### src/rtl/altair_kbd_pkg.sv
// Shared constants and types for the PS/2-to-serial keyboard bridge.
package altair_kbd_pkg;

  // PS/2 scancode set 2 codes with special handling
  localparam logic [7:0] SC_LSHIFT = 8'h12;
  localparam logic [7:0] SC_RSHIFT = 8'h59;
  localparam logic [7:0] SC_CTRL   = 8'h14;
  localparam logic [7:0] SC_ENTER  = 8'h5A;
  localparam logic [7:0] SC_BKSP   = 8'h66;
  localparam logic [7:0] SC_ESC    = 8'h76;
  localparam logic [7:0] SC_TAB    = 8'h0D;
  localparam logic [7:0] SC_SPACE  = 8'h29;

  // ASCII control characters
  localparam logic [7:0] CR  = 8'h0D;
  localparam logic [7:0] BS  = 8'h08;
  localparam logic [7:0] ESC = 8'h1B;
  localparam logic [7:0] HT  = 8'h09;
  localparam logic [7:0] SP  = 8'h20;

  typedef enum logic [1:0] {IDLE, START, DATA, STOP} uart_state_t;

  // Shift and Ctrl keys only update modifier state, they never emit a character.
  // E0 12 is a fake shift inside some extended sequences, so shifts must be plain.
  function automatic logic is_modifier(input logic [7:0] code, input logic ext);
    return ((code == SC_LSHIFT || code == SC_RSHIFT) && !ext) || (code == SC_CTRL);
  endfunction

endpackage

### src/rtl/ps2_ascii_rom.sv
// Combinational scancode (set 2, US layout) to ASCII lookup.
module ps2_ascii_rom
  import altair_kbd_pkg::*;
(
  input  logic [7:0] scancode,
  input  logic       shift,
  input  logic       force_upper,
  output logic [7:0] ascii,
  output logic       valid,
  output logic       is_letter
);

  logic [7:0] letter;
  logic [7:0] plain;
  logic [7:0] shft;

  // Table lookup: letters carry only the lowercase code, other keys a plain/shifted pair
  always_comb begin
    letter = 8'h00;
    plain  = 8'h00;
    shft   = 8'h00;
    case (scancode)
      8'h1C: letter = "a";
      8'h32: letter = "b";
      8'h21: letter = "c";
      8'h23: letter = "d";
      8'h24: letter = "e";
      8'h2B: letter = "f";
      8'h34: letter = "g";
      8'h33: letter = "h";
      8'h43: letter = "i";
      8'h3B: letter = "j";
      8'h42: letter = "k";
      8'h4B: letter = "l";
      8'h3A: letter = "m";
      8'h31: letter = "n";
      8'h44: letter = "o";
      8'h4D: letter = "p";
      8'h15: letter = "q";
      8'h2D: letter = "r";
      8'h1B: letter = "s";
      8'h2C: letter = "t";
      8'h3C: letter = "u";
      8'h2A: letter = "v";
      8'h1D: letter = "w";
      8'h22: letter = "x";
      8'h35: letter = "y";
      8'h1A: letter = "z";
      8'h16: begin plain = "1";  shft = "!";  end
      8'h1E: begin plain = "2";  shft = "@";  end
      8'h26: begin plain = "3";  shft = "#";  end
      8'h25: begin plain = "4";  shft = "$";  end
      8'h2E: begin plain = "5";  shft = "%";  end
      8'h36: begin plain = "6";  shft = "^";  end
      8'h3D: begin plain = "7";  shft = "&";  end
      8'h3E: begin plain = "8";  shft = "*";  end
      8'h46: begin plain = "9";  shft = "(";  end
      8'h45: begin plain = "0";  shft = ")";  end
      8'h0E: begin plain = 8'h60; shft = "~";  end
      8'h4E: begin plain = "-";  shft = "_";  end
      8'h55: begin plain = "=";  shft = "+";  end
      8'h54: begin plain = "[";  shft = "{";  end
      8'h5B: begin plain = "]";  shft = "}";  end
      8'h5D: begin plain = "\\"; shft = "|";  end
      8'h4C: begin plain = ";";  shft = ":";  end
      8'h52: begin plain = "'";  shft = "\""; end
      8'h41: begin plain = ",";  shft = "<";  end
      8'h49: begin plain = ".";  shft = ">";  end
      8'h4A: begin plain = "/";  shft = "?";  end
      SC_SPACE: begin plain = SP;  shft = SP;  end
      SC_ENTER: begin plain = CR;  shft = CR;  end
      SC_BKSP:  begin plain = BS;  shft = BS;  end
      SC_ESC:   begin plain = ESC; shft = ESC; end
      SC_TAB:   begin plain = HT;  shft = HT;  end
      default: ;
    endcase
  end

  // Case selection: letters go uppercase when shifted or when forced upper
  always_comb begin
    is_letter = (letter != 8'h00);
    valid     = is_letter || (plain != 8'h00);
    if (is_letter)
      ascii = (shift || force_upper) ? (letter - 8'h20) : letter;
    else
      ascii = shift ? shft : plain;
  end

endmodule

### src/rtl/ps2_serial_terminal.sv
// PS/2 keystrokes -> ASCII -> FIFO -> 8N1 UART line into the machine's serial rx.
//
// UART states:
//   state | meaning
//   IDLE  | tx high; pops the next FIFO byte when one is queued
//   START | tx low for one bit time
//   DATA  | eight data bits, LSB first, one bit time each
//   STOP  | tx high for one bit time, then back to IDLE
module ps2_serial_terminal
  import altair_kbd_pkg::*;
#(
  parameter int CLKS_PER_BIT = 5208,
  parameter int FIFO_DEPTH   = 16,
  parameter bit FORCE_UPPER  = 1'b1
) (
  input  logic                          clk,
  input  logic                          reset,
  input  logic [10:0]                   ps2_key,
  input  logic                          enable,
  output logic                          tx,
  output logic                          busy,
  output logic [$clog2(FIFO_DEPTH):0]   fifo_count,
  output logic                          overflow
);

  localparam int AW = $clog2(FIFO_DEPTH);
  localparam int CW = AW + 1;
  localparam int TW = $clog2(CLKS_PER_BIT);
  localparam logic [CW-1:0] FULL_CNT = CW'(FIFO_DEPTH);
  localparam logic [TW-1:0] CNT_LAST = TW'(CLKS_PER_BIT - 1);

  // key event pipeline and modifier flags
  logic       seeded_q, seeded_d;
  logic       tog_q, tog_d;
  logic       evt_q, evt_d;
  logic       press_q, press_d;
  logic       ext_q, ext_d;
  logic [7:0] code_q, code_d;
  logic       en_q, en_d;
  logic       lshift_q, lshift_d;
  logic       rshift_q, rshift_d;
  logic       ctrl_q, ctrl_d;

  // FIFO
  logic [7:0]    mem_q [FIFO_DEPTH];
  logic [AW-1:0] wr_ptr_q, wr_ptr_d;
  logic [AW-1:0] rd_ptr_q, rd_ptr_d;
  logic [CW-1:0] count_q, count_d;
  logic          overflow_q, overflow_d;

  // UART
  uart_state_t   state_q, state_d;
  logic [TW-1:0] cnt_q, cnt_d;
  logic [2:0]    bit_q, bit_d;
  logic [7:0]    sh_q, sh_d;
  logic          tx_q, tx_d;
  logic          busy_q, busy_d;

  logic [7:0] rom_ascii;
  logic       rom_valid;
  logic       rom_letter;
  logic       gen;
  logic [7:0] gen_char;
  logic       wr_en;
  logic       rd_en;
  logic       last_cnt;

  ps2_ascii_rom u_rom (
    .scancode    (code_q),
    .shift       (lshift_q | rshift_q),
    .force_upper (FORCE_UPPER),
    .ascii       (rom_ascii),
    .valid       (rom_valid),
    .is_letter   (rom_letter)
  );

  // Stage 1: detect a toggle of ps2_key[10] and capture the event fields
  always_comb begin
    seeded_d = 1'b1;
    tog_d    = ps2_key[10];
    evt_d    = seeded_q && (ps2_key[10] != tog_q);
    press_d  = ps2_key[9];
    ext_d    = ps2_key[8];
    code_d   = ps2_key[7:0];
    en_d     = enable;
  end

  // Stage 2: update modifiers and form the character to enqueue
  always_comb begin
    lshift_d = lshift_q;
    rshift_d = rshift_q;
    ctrl_d   = ctrl_q;
    if (evt_q) begin
      if (!ext_q && code_q == SC_LSHIFT) lshift_d = press_q;
      if (!ext_q && code_q == SC_RSHIFT) rshift_d = press_q;
      if (code_q == SC_CTRL)             ctrl_d   = press_q;
    end
    gen = evt_q && press_q && en_q && !is_modifier(code_q, ext_q)
          && (ext_q ? (code_q == SC_ENTER) : rom_valid);
    if (ext_q)
      gen_char = CR;
    else if (ctrl_q && rom_letter)
      gen_char = rom_ascii & 8'h1F;
    else
      gen_char = rom_ascii;
  end

  // FIFO bookkeeping: a write into a full FIFO is dropped even if a read happens the same cycle
  always_comb begin
    rd_en      = (state_q == IDLE) && (count_q != '0);
    wr_en      = gen && (count_q != FULL_CNT);
    overflow_d = overflow_q || (gen && (count_q == FULL_CNT));
    wr_ptr_d   = wr_en ? wr_ptr_q + 1'b1 : wr_ptr_q;
    rd_ptr_d   = rd_en ? rd_ptr_q + 1'b1 : rd_ptr_q;
    count_d    = count_q + CW'(wr_en) - CW'(rd_en);
  end

  // UART next-state; tx/busy are registered from the next state so they line up with state_q
  always_comb begin
    state_d  = state_q;
    cnt_d    = cnt_q;
    bit_d    = bit_q;
    sh_d     = sh_q;
    last_cnt = (cnt_q == CNT_LAST);
    case (state_q)
      IDLE: begin
        if (rd_en) begin
          state_d = START;
          sh_d    = mem_q[rd_ptr_q];
          cnt_d   = '0;
        end
      end
      START: begin
        if (last_cnt) begin
          state_d = DATA;
          cnt_d   = '0;
          bit_d   = '0;
        end else begin
          cnt_d = cnt_q + 1'b1;
        end
      end
      DATA: begin
        if (last_cnt) begin
          cnt_d = '0;
          if (bit_q == 3'd7) begin
            state_d = STOP;
          end else begin
            bit_d = bit_q + 1'b1;
            sh_d  = {1'b0, sh_q[7:1]};
          end
        end else begin
          cnt_d = cnt_q + 1'b1;
        end
      end
      STOP: begin
        if (last_cnt) begin
          state_d = IDLE;
          cnt_d   = '0;
        end else begin
          cnt_d = cnt_q + 1'b1;
        end
      end
      default: state_d = IDLE;
    endcase
    case (state_d)
      START:   tx_d = 1'b0;
      DATA:    tx_d = sh_d[0];
      default: tx_d = 1'b1;
    endcase
    busy_d = (state_d != IDLE);
  end

  // State registers with synchronous reset
  always_ff @(posedge clk) begin
    if (reset) begin
      seeded_q   <= 1'b0;
      tog_q      <= 1'b0;
      evt_q      <= 1'b0;
      press_q    <= 1'b0;
      ext_q      <= 1'b0;
      code_q     <= '0;
      en_q       <= 1'b0;
      lshift_q   <= 1'b0;
      rshift_q   <= 1'b0;
      ctrl_q     <= 1'b0;
      wr_ptr_q   <= '0;
      rd_ptr_q   <= '0;
      count_q    <= '0;
      overflow_q <= 1'b0;
      state_q    <= IDLE;
      cnt_q      <= '0;
      bit_q      <= '0;
      sh_q       <= '0;
      tx_q       <= 1'b1;
      busy_q     <= 1'b0;
    end else begin
      seeded_q   <= seeded_d;
      tog_q      <= tog_d;
      evt_q      <= evt_d;
      press_q    <= press_d;
      ext_q      <= ext_d;
      code_q     <= code_d;
      en_q       <= en_d;
      lshift_q   <= lshift_d;
      rshift_q   <= rshift_d;
      ctrl_q     <= ctrl_d;
      wr_ptr_q   <= wr_ptr_d;
      rd_ptr_q   <= rd_ptr_d;
      count_q    <= count_d;
      overflow_q <= overflow_d;
      state_q    <= state_d;
      cnt_q      <= cnt_d;
      bit_q      <= bit_d;
      sh_q       <= sh_d;
      tx_q       <= tx_d;
      busy_q     <= busy_d;
    end
  end

  // FIFO storage; contents are only visible through the pointers, so no reset needed
  always_ff @(posedge clk) begin
    if (wr_en) mem_q[wr_ptr_q] <= gen_char;
  end

  assign tx         = tx_q;
  assign busy       = busy_q;
  assign fifo_count = count_q;
  assign overflow   = overflow_q;

endmodule

### config.mk
export PLATFORM = sky130hd
export DESIGN_NAME = ps2_serial_terminal
export DESIGN_NICKNAME = d
export VERILOG_FILES = /design/src/rtl/altair_kbd_pkg.sv /design/src/rtl/ps2_ascii_rom.sv /design/src/rtl/ps2_serial_terminal.sv
export SDC_FILE = /design/constraint.sdc
export NUM_CORES = 1
export LEC_CHECK = 0
export BUFFER_PORTS_ARGS = -buffer_cell sky130_fd_sc_hd__buf_2
export CELL_PAD_IN_SITES_DETAIL_PLACEMENT = 0
export CELL_PAD_IN_SITES_GLOBAL_PLACEMENT = 2
export CORE_MARGIN = 2
export CORE_UTILIZATION = 30
export CTS_BUF_LIST = sky130_fd_sc_hd__clkbuf_2
export DETAILED_ROUTE_END_ITERATION = 7
export MAX_ROUTING_LAYER = met4
export PLACE_DENSITY_LB_ADDON = 0.1
export SLEW_MARGIN = 40
export SYNTH_ARGS = -nofsm -noshare
export SYNTH_HDL_FRONTEND = slang
export SYNTH_HIERARCHICAL = 1
export SYNTH_SLANG_ARGS = --single-unit
### constraint.sdc
create_clock -name clk -period 8.1 [get_ports clk]
set_input_delay 0.81 -clock clk [delete_from_list [all_inputs] [get_ports clk]]
set_output_delay 0.81 -clock clk [all_outputs]
set_load 0.01 [all_outputs]
# ---- Yosys cells after proc, flatten, opt, wreduce, memory -nomap -nowiden
# Memory sizes are Yosys's and may differ from the RTL's. A register that Yosys moved wholly into a read port is not among the register bits.
# Index checks and enable logic that the tools add are counted.
dict set report op_classes {
  order_cmp 0
  n_addsub 7
  n_mul 0
  shift 0
  div 0
  bitwise_logic 1
  n_eq_ne 69
  n_reduce_logical 31
  muxes 31
}
# cell count
set ops {}
lappend ops {{7-bit case mux with 26 select lines} 3}
lappend ops {{8-bit by 6-bit == test with 1-bit output (second input constant)} 23}
lappend ops {{8-bit by 7-bit == test with 1-bit output (second input constant)} 21}
lappend ops {{8-bit by 5-bit == test with 1-bit output (second input constant)} 9}
lappend ops {{8-bit two-way mux} 6}
lappend ops {{13-bit two-way mux} 2}
lappend ops {{13-bit case mux with 2 select lines} 1}
lappend ops {{8-bit by 4-bit == test with 1-bit output (second input constant)} 2}
lappend ops {{8-bit case mux with 2 select lines} 1}
lappend ops {{8-bit nonzero test} 2}
lappend ops {{13-bit by 1-bit adder with 13-bit output (second input constant)} 1}
lappend ops {{13-bit == test (second input constant)} 1}
lappend ops {{1-bit logical AND} 12}
lappend ops {{2-bit two-way mux} 5}
lappend ops {{3-bit two-way mux} 3}
lappend ops {{4-bit by 1-bit adder with 4-bit output (second input constant)} 2}
lappend ops {{4-bit two-way mux} 2}
lappend ops {{2-bit inequality test (second input constant)} 4}
lappend ops {{2-bit case mux with 4 select lines} 1}
lappend ops {{4-bit AND reduction} 2}
lappend ops {{7-bit by 6-bit subtractor with 8-bit output (second input constant)} 1}
lappend ops {{7-bit two-way mux} 1}
lappend ops {{2-bit == test (second input constant)} 3}
lappend ops {{3-bit case mux with 2 select lines} 1}
lappend ops {{other kinds (18)} 30}
dict set report totals {
  in_bits 14
  wordCells 161
  memories 1
  out_inout_bits 8
  ram_bits 128
  romBits 0
  register_bits 59
  latch_bits 0
}
# memory words word_bits rd rd_ports_with_merged_regs write_ports line
set memory_table {}
lappend memory_table {mem_q 16 8 1 1 1 ps2_serial_terminal.sv:45} ;# logic [7:0] mem_q [FIFO_DEPTH];

# ---- Depth between registers and ports, before layout
dict set report logic_depth {
  word_depth 10
  ltp_mapped 24
  mapped_depth_nobuf 20
}

# ---- By module
# The synthesis kept the hierarchy.
# module seq_area_each_um2 n_inst cells_each area_per_inst_um2
set by_module_without_submodules {}
lappend by_module_without_submodules {ps2_serial_terminal 5104.9 1 530 7801.2}
lappend by_module_without_submodules {ps2_ascii_rom 0.0 1 247 1570.3}

# ---- Least setup slack after synthesis
# No wires, ideal clock.
dict set report synth_timing {
  path_type {register to register}
  start {reg code_q[5]}
  end {reg count_q[4] (netlist: fifo_count[4])}
  setup_time_ns 0.070
  period_less_slack_ns 4.227
  setup_slack_ns 3.873
  required_time_ns 8.030
  n_path_buf 3
  arrival_ns 4.156
  path_stages_with_launch 23
  cell_sequence {dfxtp_1 -> buf_6 -> or4b_4 -> buf_6 -> o2bb2a_4 -> or3_4 -> and3_1 -> nand4_1 -> o2111ai_1 -> a221o_1 -> nor2_1 -> buf_2 -> inv_1 -> ha_1 -> inv_1 -> ha_1 -> inv_1 -> fa_1 -> inv_1 -> a21oi_1 -> nor2_1 -> or3_1 -> a21oi_1}
}
dict set report synth_between {
  elab_cells_between_ends 70
  classes_between {2 x add/sub; 55 x eq/ne; 3 x mux; 10 x reduce/logical}
}
# element line
set synth_rtl {}
lappend synth_rtl {{start: declaration} ps2_serial_terminal.sv:38} ;# logic [7:0] code_q, code_d;
lappend synth_rtl {{start signal: assignment} ps2_serial_terminal.sv:202} ;# code_q <= code_d;
lappend synth_rtl {{8-bit by 5-bit == test with 1-bit output (tied with other cells)} ps2_ascii_rom.sv:22} ;# case (scancode)
lappend synth_rtl {{7-bit case mux with 26 select lines} ps2_ascii_rom.sv:22}
lappend synth_rtl {{8-bit nonzero test, on equally long branches} {ps2_ascii_rom.sv:81, ps2_ascii_rom.sv:82}}
lappend synth_rtl {{1-bit logical OR (*)} ps2_ascii_rom.sv:82} ;# valid = is_letter || (plain != 8'h00);
lappend synth_rtl {{via rom_valid} ps2_serial_terminal.sv:60} ;# logic rom_valid;
lappend synth_rtl {{1-bit two-way mux (*)} ps2_serial_terminal.sv:99} ;# && (ext_q ? (code_q == SC_ENTER) : rom_valid);
lappend synth_rtl {{1-bit logical AND (*)} ps2_serial_terminal.sv:99}
lappend synth_rtl {{1-bit logical AND (*)} ps2_serial_terminal.sv:111} ;# wr_en = gen && (count_q != FULL_CNT);
lappend synth_rtl {{5-bit by 1-bit adder with 5-bit output (*)} ps2_serial_terminal.sv:115} ;# count_d = count_q + CW'(wr_en) - CW'(rd_en);
lappend synth_rtl {{5-bit by 1-bit subtractor with 5-bit output (*)} ps2_serial_terminal.sv:115}
lappend synth_rtl {{end signal: assignment} ps2_serial_terminal.sv:209} ;# count_q <= count_d;
lappend synth_rtl {{end: declaration} ps2_serial_terminal.sv:48} ;# logic [CW-1:0] count_q, count_d;
# Mark *: on every way through the listed nets, which the timed path passes. The rest lies on a longest branch.
# A chain may end at the register's enable or synchronous reset.

# ---- Final worst setup path
dict set report layout_timing {
  start {reg code_q[6]}
  end {reg count_q[4] (netlist: fifo_count[4])}
}
# The elaborated chain is that of the path after synthesis.

==> impl_metrics.toml <==
[sta]
relSlewSlack_pct = 45.8
worst_pin_slew_ns = 0.812
slew_violations = 0
fin_crit_ns = 5.33
clock-skew-final_ns = 0.0745
rsz0062_at_grt = "no"
post-route-period-util_pct = 65.8
finalSetupTns_ns = 0
max_freq_mhz = 187
hold_violations = 0
setup-violations-final = 0

[grt]
grt_first_pass_wirelength_um = 37600
grt_max_degree = 61
track_usage_pct = 15.3
grt_pass1_vias = 6354
grt_antenna_before_repair = 1
gr-total-overflow = 0

[logic_synthesis]
ys_warn_count = 6
synth_flop_cell = "edfxtp_1"
netlist.area_leader.share_pct = 41.0
syn_area_um2 = 9370
syn_avg_cell_area_um2 = 12.1
synth.distinct_cells = 84
async_flop_share_pct = 0
ys_seq_elements = 191
synthTopCellsByArea = "edfxtp_1 (41%), dfxtp_1 (13%), mux4_2 (7.7%)"
ys_seq_area_share_pct = 54.5
syn_nets = 808
synthCells = 777
synth.largest_area_cell = "edfxtp_1"
synth_edf_count = 128

[clock_tree]
cts_hold_buf = 0
h-tree-depth = 4
clk_latency_ns = 0.80
clkTransAtPathRegs_ns = 0.31
cts_tree = "done"
ctsResizeCount = 0
clock-sinks = 191
cts.path.max_buffers = 2
cts_buffers = 17
post_cts_buffers = 0
clk_root_buffer_cell = "clkbuf_2"

[finish]
drive_gt1_share_pct = 16.1
final_nets = 805
mostFrequentLayoutCells = "edfxtp_1 (128), dfxtp_1 (60), nor2_1 (55), nand2_1 (41), mux4_2 (32)"
syn_to_final_growth_pct = 7.66
fin_area_um2 = 10100
mostFrequentLayoutCell = "edfxtp_1"
fillers = 3067

[routing]
num_vias = 6341
viasPerCell = 5.36
routedWlPerCell_um = 20.4
initialDrtViolationCount = 503
drcViolationCount = 0
drt_pass1_iterations = 4
ant_nets = 0
wl_um = 24200

[placed_design]
dpl.hpwl_um = 16000
port_buffers = 21
gp_congestion = 0.838
placed_area_um2 = 9800

[critical_path]
critPathKind = "reg -> reg"
startpoint_type = "flip-flop"
crit_required_ns = 8.81
r2r_start = "code_q[6]"
r2r_slack_ns = 2.77
worstPathArrival_ns = 6.04
regToRegEndpoint = "fifo_count[4]"
end_kind = "flip-flop"
r2r_cells = 20
path_max_fanout = 21

[floorplan]
fp.dieArea_um2 = 32700
rows = 64
coreArea_um2 = 30700
die_w_um = 181
start_util_pct = 30.6
die_h_um = 181
ios = 22

[hold_path]
holdPathEnd = "code_q[0]"
hp-start = "ps2_key[0]"
hold_depth = 2
hp-class = "in -> reg"

[pwr]
power_density_nw_per_um2 = 223
p_leak_nw = 3.29
max-vdd-ir-drop_v = 0.000101

[run_status]
status = "complete, no violations"

[run]
max_cap_viol_count = 0
## worst max-delay path by stage
| stage | startpoint | cells after the start | slack (ns) | endpoint |
|---|---|---|---|---|
| 6_report | code_q[6] | 20 | 2.77 | fifo_count[4] |
| 3_3_place_gp | code_q[6] | 18 | 2.88 | fifo_count[4] |
| 2_1_floorplan | code_q[5] | 22 | 3.87 | fifo_count[4] |
| 3_5_place_dp | code_q[6] | 20 | 2.79 | fifo_count[4] |
| 5_1_grt | code_q[6] | 20 | 2.25 | fifo_count[4] |
| 4_1_cts | code_q[6] | 20 | 2.75 | fifo_count[4] |
## registers in the layout (all words and copies together) (netlist names), named ones only
name and flops:
ext_q 1, bit_q 3, sh_q 8, tog_q 1
overflow 1, ctrl_q 1, rd_ptr_q 4, press_q 1
busy 1, mem_q 128, lshift_q 1, fifo_count 5
cnt_q 13, state_q 2, code_q 8, seeded_q 1
tx 1, en_q 1, rshift_q 1, wr_ptr_q 4
evt_q 1
## stage by stage
step | power (mW) | hold slack, ns | setup slack, ns | util [%] | std cells
finish | 2.25 | 0.230 | 2.77 | 32.9 | 1184
global route | 2.39 | 0.139 | 2.25 | 32.9 | 1184
CTS | 2.29 | 0.145 | 2.75 | 32.9 | 1183
detailed placement | 1.76 | 0.454 | 2.79 | 32.0 | 1151
global placement | 1.75 | 0.446 | 2.88 | 31.9 | 1151
floorplan | 1.58 | 0.429 | 3.87 | - | 777
## power by group
| part | leakage [nW] | switching (mW) | internal [mW] |
|---|---|---|---|
| clock network | 0.158 | 0.405 | 0.120 |
| logic | 1.45 | 0.310 | 0.253 |
| registers | 1.68 | 0.0710 | 1.09 |
## layout make-up
| cell class | instances | area (µm²) | share of cell area, % |
|---|---|---|---|
| Antenna cell | 1 | 2.50 | 0.0248 |
| Clock buffer | 17 | 85.1 | 0.843 |
| Clock inverter | 15 | 193 | 1.91 |
| Inverter | 21 | 78.8 | 0.781 |
| Multi-Input combinational cell | 512 | 3940 | 39.1 |
| Sequential cell | 191 | 5110 | 50.7 |
| Tap cell | 396 | 495 | 4.91 |
| Timing Repair Buffer | 31 | 180 | 1.79 |
## metal layers
metal  part of all wire (%)  routed length (µm)  GRT usage (%)
met3                    3.0                 719           2.46
met2                     49               11900           24.6
met1                     45               10900           19.7
met5                      0                   0              -
met4                    2.6                 639           5.35
## synthesized netlist by cell type (all sizes together) (6+ instances only)
master and instances:
edfxtp 128, dfxtp 63, nor2 57, nand2 41, mux4 32, a21oi 31, buf 29, o21ai 29
nor2b 28, mux2i 27, clkbuf 24, nor3 22, inv 21, and3 19, nand3 18, ha 16
a22oi 12, nand2b 12, nand4 12, a31oi 11, and2 11, nor4 9, a311oi 7, or2 7
a211oi 6, nor4b 6, o22a 6
## worst max-delay path: stages (launching register included)
cell,delay (ns)
dfxtp_1,0.90
nor4b_4,0.56
o211ai_1,0.15
and3_1,0.19
nand4_1,0.12
and4b_1,0.39
nand4_1,0.21
o2111ai_1,0.11
a221o_1,0.36
nor2_1,0.62
inv_1,0.13
ha_1,0.31
inv_1,0.04
ha_1,0.18
inv_1,0.07
fa_1,0.20
inv_1,0.05
a21oi_1,0.13
nor2_1,0.06
or3_1,0.34
a21oi_1,0.14
## kinds of logic (layout without fill, tap and decap cells)
logic type      Yosys count  in the layout  synth area share (%)
simple gates            278            278                  17.0
flops                   191            191                  54.5
compound gates          145            145                  10.8
buf+inv                  74             84                  3.52
mux                      62             62                  11.0
fa+ha+maj                17             17                  2.35
xor+xnor                  9              9                 0.841
other cells               1              2                0.0400
No activity file was read; power rests on OpenSTA's default activity.
